File: src/rtl/regb_fifo_pkg.sv
// Shared definitions for the register-based FIFO serial transmitter:
// FSM state encodings and the frame-length helper.
package regb_fifo_pkg;

  typedef enum logic [2:0] {
    ST_IDLE   = 3'd0,
    ST_START  = 3'd1,
    ST_DATA   = 3'd2,
    ST_PARITY = 3'd3,
    ST_STOP   = 3'd4
  } tx_state_e;

  // Total clk cycles occupied by one frame on txd.
  function automatic int frame_len(input int width, input int parity_en,
                                   input int stop_bits, input int clks_per_bit);
    return (1 + width + parity_en + stop_bits) * clks_per_bit;
  endfunction

endpackage

File: src/rtl/regb_bit_timer.sv
// Bit-period down-counter: bit_end_o marks the last cycle of the current bit
// period; restart_i reloads it for a full CLKS_PER_BIT period.
module regb_bit_timer #(
  parameter int CLKS_PER_BIT = 16
) (
  input  logic clk,
  input  logic res,
  input  logic restart_i,
  output logic bit_end_o
);

  localparam int CW = $clog2(CLKS_PER_BIT);

  logic [CW-1:0] cnt_q;

  always_ff @(posedge clk or posedge res) begin
    if (res) begin
      cnt_q <= '0;
    end else if (restart_i) begin
      cnt_q <= CW'(CLKS_PER_BIT - 1);
    end else if (cnt_q != '0) begin
      cnt_q <= cnt_q - 1'b1;
    end
  end

  assign bit_end_o = (cnt_q == '0);

endmodule

File: src/rtl/regb_fifo_serial_tx.sv
// Read side of the register-based FIFO: pops words from a fall-through FIFO
// and sends each LSB-first as a UART-style frame (start, data, parity, stop).
module regb_fifo_serial_tx
  import regb_fifo_pkg::*;
#(
  parameter int WIDTH        = 4,
  parameter int CLKS_PER_BIT = 16,
  parameter int PARITY_EN    = 1,
  parameter int STOP_BITS    = 1
) (
  input  logic             clk,
  input  logic             res,
  input  logic             enable,
  input  logic [WIDTH-1:0] rdata,
  input  logic             empty,
  output logic             shift_out,
  output logic             txd,
  output logic             busy,
  output logic             frame_done
);

  localparam int BCW = $clog2(WIDTH + 2);

  tx_state_e        state_q, state_d;
  logic [WIDTH-1:0] shreg_q, shreg_d;
  logic [BCW-1:0]   bit_cnt_q, bit_cnt_d;
  logic             par_q, par_d;
  logic             txd_q, txd_d;
  logic             busy_q;
  logic             bit_end;
  logic             last_stop;
  logic             pop;
  logic             restart;

  assign last_stop = (state_q == ST_STOP) && bit_end && (bit_cnt_q == BCW'(STOP_BITS - 1));
  // A pop is allowed from IDLE or in the very last stop cycle, never while reset is held.
  assign pop       = !res && enable && !empty && ((state_q == ST_IDLE) || last_stop);
  assign restart   = pop || (bit_end && (state_q != ST_IDLE));

  regb_bit_timer #(
    .CLKS_PER_BIT(CLKS_PER_BIT)
  ) u_bit_timer (
    .clk      (clk),
    .res      (res),
    .restart_i(restart),
    .bit_end_o(bit_end)
  );

  always_comb begin
    state_d   = state_q;
    shreg_d   = shreg_q;
    bit_cnt_d = bit_cnt_q;
    par_d     = par_q;
    case (state_q)
      ST_IDLE: begin
        if (pop) begin
          state_d   = ST_START;
          shreg_d   = rdata;
          par_d     = 1'b0;
          bit_cnt_d = '0;
        end
      end
      ST_START: begin
        if (bit_end) begin
          state_d   = ST_DATA;
          bit_cnt_d = '0;
        end
      end
      ST_DATA: begin
        if (bit_end) begin
          par_d   = par_q ^ shreg_q[0];
          shreg_d = shreg_q >> 1;
          if (bit_cnt_q == BCW'(WIDTH - 1)) begin
            state_d   = (PARITY_EN != 0) ? ST_PARITY : ST_STOP;
            bit_cnt_d = '0;
          end else begin
            bit_cnt_d = bit_cnt_q + 1'b1;
          end
        end
      end
      ST_PARITY: begin
        if (bit_end) begin
          state_d   = ST_STOP;
          bit_cnt_d = '0;
        end
      end
      ST_STOP: begin
        if (last_stop) begin
          if (pop) begin
            state_d   = ST_START;
            shreg_d   = rdata;
            par_d     = 1'b0;
            bit_cnt_d = '0;
          end else begin
            state_d = ST_IDLE;
          end
        end else if (bit_end) begin
          bit_cnt_d = bit_cnt_q + 1'b1;
        end
      end
      default: state_d = ST_IDLE;
    endcase

    // txd is registered from the next state so the line never glitches.
    txd_d = 1'b1;
    case (state_d)
      ST_START:  txd_d = 1'b0;
      ST_DATA:   txd_d = shreg_d[0];
      ST_PARITY: txd_d = par_d;
      default:   txd_d = 1'b1;
    endcase
  end

  always_ff @(posedge clk or posedge res) begin
    if (res) begin
      state_q   <= ST_IDLE;
      shreg_q   <= '0;
      bit_cnt_q <= '0;
      par_q     <= 1'b0;
      txd_q     <= 1'b1;
      busy_q    <= 1'b0;
    end else begin
      state_q   <= state_d;
      shreg_q   <= shreg_d;
      bit_cnt_q <= bit_cnt_d;
      par_q     <= par_d;
      txd_q     <= txd_d;
      busy_q    <= (state_d != ST_IDLE);
    end
  end

  assign shift_out  = pop;
  assign txd        = txd_q;
  assign busy       = busy_q;
  assign frame_done = last_stop;

endmodule

File: config.mk
export PLATFORM = sky130hd
export DESIGN_NAME = regb_fifo_serial_tx
export DESIGN_NICKNAME = d
export VERILOG_FILES = /design/src/rtl/regb_fifo_pkg.sv /design/src/rtl/regb_bit_timer.sv /design/src/rtl/regb_fifo_serial_tx.sv
export SDC_FILE = /design/constraint.sdc
export NUM_CORES = 1
export LEC_CHECK = 0
export CORE_MARGIN = 1.5
export CORE_UTILIZATION = 49
export CTS_CLUSTER_SIZE = 40
export DETAILED_ROUTE_END_ITERATION = 8
export GPL_ROUTABILITY_DRIVEN = 0
export HOLD_SLACK_MARGIN = 0.02
export PLACE_DENSITY = 0.73
export SKIP_LAST_GASP = 1
export SLEW_MARGIN = 20
export SYNTH_ARGS = -nofsm -noshare
export SYNTH_HDL_FRONTEND = slang
export SYNTH_HIERARCHICAL = 1
export SYNTH_SLANG_ARGS = --single-unit
File: constraint.sdc
create_clock -name clk -period 2.1 [get_ports clk]
set_input_delay 0.42 -clock clk [delete_from_list [all_inputs] [get_ports clk]]
set_output_delay 0.42 -clock clk [all_outputs]
set_load 0.005 [all_outputs]
==> out/results.tsv <==
metric	value	unit
Clock Tree Root	clkbuf_4	
adder and majority cell fraction of the synthesized area	0.0557	
clock buffer count from CTS	3	
clk slew on worst S/H paths	100	ps
register area share after synthesis	0.380	
fin crit share	1.09	
total wire length	2610	um
DR iter-0 viols	24	
global-route wire length before repair	4530	um
RSZ-0062 raised after global routing	true	
gr ovfl total	0	
Slew Viols, Final	0	
initial antenna violation count	0	
dpl hpwl	1900	um
number of remaining DRC errors	0	
ys async rst share	1.00	
Final Core Density	0.666	
Layout fillers	188	
peak fanout along the critical path	3	
Core Area	2190	um2
status	finished with violations	
Required @ worst endpoint	1680	ps
register area	427	um2
Ys Warns	6	
Post-synth top flop	dfrtp_1	
Synthesized Nets	136	
PnR Total Power	0.550	mW
CTS sink count	17	
htree depth	1	
multi-input logic area	644	um2
Initial Util	0.512	
P_leak	0.627	nW
Synth Register Bits	17	
TritonCTS clock tree	built	
Compound-Gate Fraction of Synth Area	0.231	
Max Buffers Root-to-Sink	2	
post-synthesis xor/xnor area fraction	0.0234	
io pins	12	
Layout area overhead	30.0	%
Nets	168	
Post-Syn Area per Cell	9.12	um2
max_slew headroom	0.656	
cell row count	17	
fin cells	182	
R2R Setup Slk	30	ps
Yosys top cell by area	dfrtp_1	
Die Width	50.9	um
placed instance count	174	
Routed wire per std cell	14.4	um
Area contributors post-synth	dfrtp_1 (36%), ha_1 (5.6%), nand2_1 (5.4%), inv_1 (4.3%), nor2b_1 (3.9%)	
mux contribution to synthesized area	0.0268	
RR Startpoint	u_bit_timer/cnt_q[0]	
Final setup viols	1	
Global Route Usage Sum	0.236	
Slew @ Worst Pin	515	ps
Clock Latency Late Sink	300	ps
Max IR drop VDD	309	uV
vias in the first global route	1017	
main combinational cell family by area after synthesis	compound AO/OA/AOI/OAI gates	
Hold Crit Class	in -> async	
Die Ht	50.9	um
Critical Path Sink Type	output port	
fmax	439	MHz
final hold vios	0	
# port buffers	11	
Distinct cells, synth	46	
WP data arrival	1860	ps
clk_skew	8.78	ps
die area	2590	um2
failing checks	negative setup slack	
Vias	1014	
diodes inserted	0	
worst setup path class	reg -> out	
Synth Area in Simple Gates	0.207	
reg2reg end	txd	
Mapped Cells	123	
Initial DRT Pass Iterations	4	
largest net degree at the start of global routing	16	
post-layout minimum cycle time	2280	ps
PwrDens	377	nW/um2
Max Cap Viol	0	
CP Launch Type	register	
Post-CTS Hold Buffers	0	
post-synth top area share	0.357	
setup ws final	-180	ps
Final ANT Viol Nets	0	
EDFF count, synth	0	
worst-case reg-to-reg path depth	10	
fraction of layout cells with a size suffix above 1	0.279	
Via density	5.57	
mapped cell area	1120	um2
-- worst max-delay path, cell delays in order, from the launching register on --
cell and delay [ps]:
dfrtp_1 400, inv_2 80, ha_4 140, nor3b_4 200
nand3b_1 160, a2111oi_4 400, buf_2 180
-- flip-flops by register name, summed over array words and instances, names as in the netlist --
register           cells
busy                   1
u_bit_timer/cnt_q      4
bit_cnt_q              3
state_q                3
par_q                  1
shreg_q                4
txd                    1
-- worst max path at each step --
stage                              start        end  slack [ps]  depth (start not counted)
CTS                 u_bit_timer/cnt_q[0]  shift_out        -270                          6
global route        u_bit_timer/cnt_q[0]  shift_out        -280                          6
global placement                  enable  shift_out        -570                          4
finish              u_bit_timer/cnt_q[0]  shift_out        -180                          6
detailed placement                enable  shift_out        -580                          4
floorplan           u_bit_timer/cnt_q[0]  shift_out          -2                          5
-- per-layer routing --
layer | GRT usage | part of all wire
met3 | 0.0322 | 0.035
met4 | 0.126 | 0.013
met1 | 0.281 | 0.43
met2 | 0.412 | 0.52
met5 | 0 | 0
-- through the flow --
step           cell area, um2  setup slack (ps)  hold slack [ps]  setup TNS [ps]
6_report                 1460              -180              479            -180
5_1_grt                  1460              -282              503            -361
4_1_cts                  1420              -269              464            -328
3_5_place_dp             1380              -578              473           -1120
3_3_place_gp             1380              -574              461            -999
2_1_floorplan            1130             -1.84              186           -1.84
-- power breakdown --
part           internal [mW]  switching [mW]
Clock                 0.0709           0.110
Combinational         0.0206          0.0148
Sequential             0.331         0.00288
-- cell usage after synthesis (2+ instances only) --
cell type and instances:
nand2_1 16, a31oi_1 2, nor3_1 2, a21o_1 2, xor2_1 3, buf_2 2
a211oi_1 2, a22o_1 2, o21ai_0 3, mux2i_1 3, nand3_1 3, ha_1 5
nor2_1 7, nor2b_1 7, dfrtp_1 16, a21oi_1 5, a211o_1 2, inv_1 13
-- placed cells by master (no fill, tap or decap), types with 2 or more instances in the layout --
| cell | count |
|---|---|
| a211o_1 | 2 |
| a211oi_1 | 2 |
| a21o_1 | 2 |
| a21oi_1 | 4 |
| a22o_1 | 2 |
| a31oi_1 | 2 |
| buf_2 | 2 |
| buf_4 | 20 |
| clkbuf_4 | 3 |
| clkdlybuf4s50_1 | 9 |
| dfrtp_1 | 16 |
| ha_1 | 4 |
| inv_1 | 10 |
| inv_2 | 3 |
| mux2i_1 | 3 |
| nand2_1 | 15 |
| nand3_1 | 3 |
| nor2_1 | 7 |
| nor2b_1 | 7 |
| nor3_1 | 2 |
| o21ai_0 | 2 |
| xor2_1 | 3 |
-- repair_timing --
| item | CTS | global route |
|---|---|---|
| endpoints found under the setup margin | 2 | 7 |
| pin swaps | 0 | 4 |
| buffers inserted | 1 | 3 |
| gates resized for setup | 6 | 14 |
-- cell families (layout without fill, tap and decap cells) --
| logic type | after synthesis | after routing |
|---|---|---|
| compound gates | 32 | 32 |
| xor+xnor | 3 | 3 |
| fa+ha+maj | 5 | 5 |
| buf+inv | 19 | 50 |
| flops | 17 | 17 |
| mux | 3 | 3 |
| simple gates | 44 | 44 |
-- final cells by class --
class	count	share of cell area
Tap cell	28	0.0240
Inverter	13	0.0334
Multi-Input combinational cell	87	0.442
Timing Repair Buffer	33	0.190
Sequential cell	17	0.292
Clock buffer	3	0.0154
Clock inverter	1	0.00343
No activity file was read; power rests on OpenSTA's default activity.
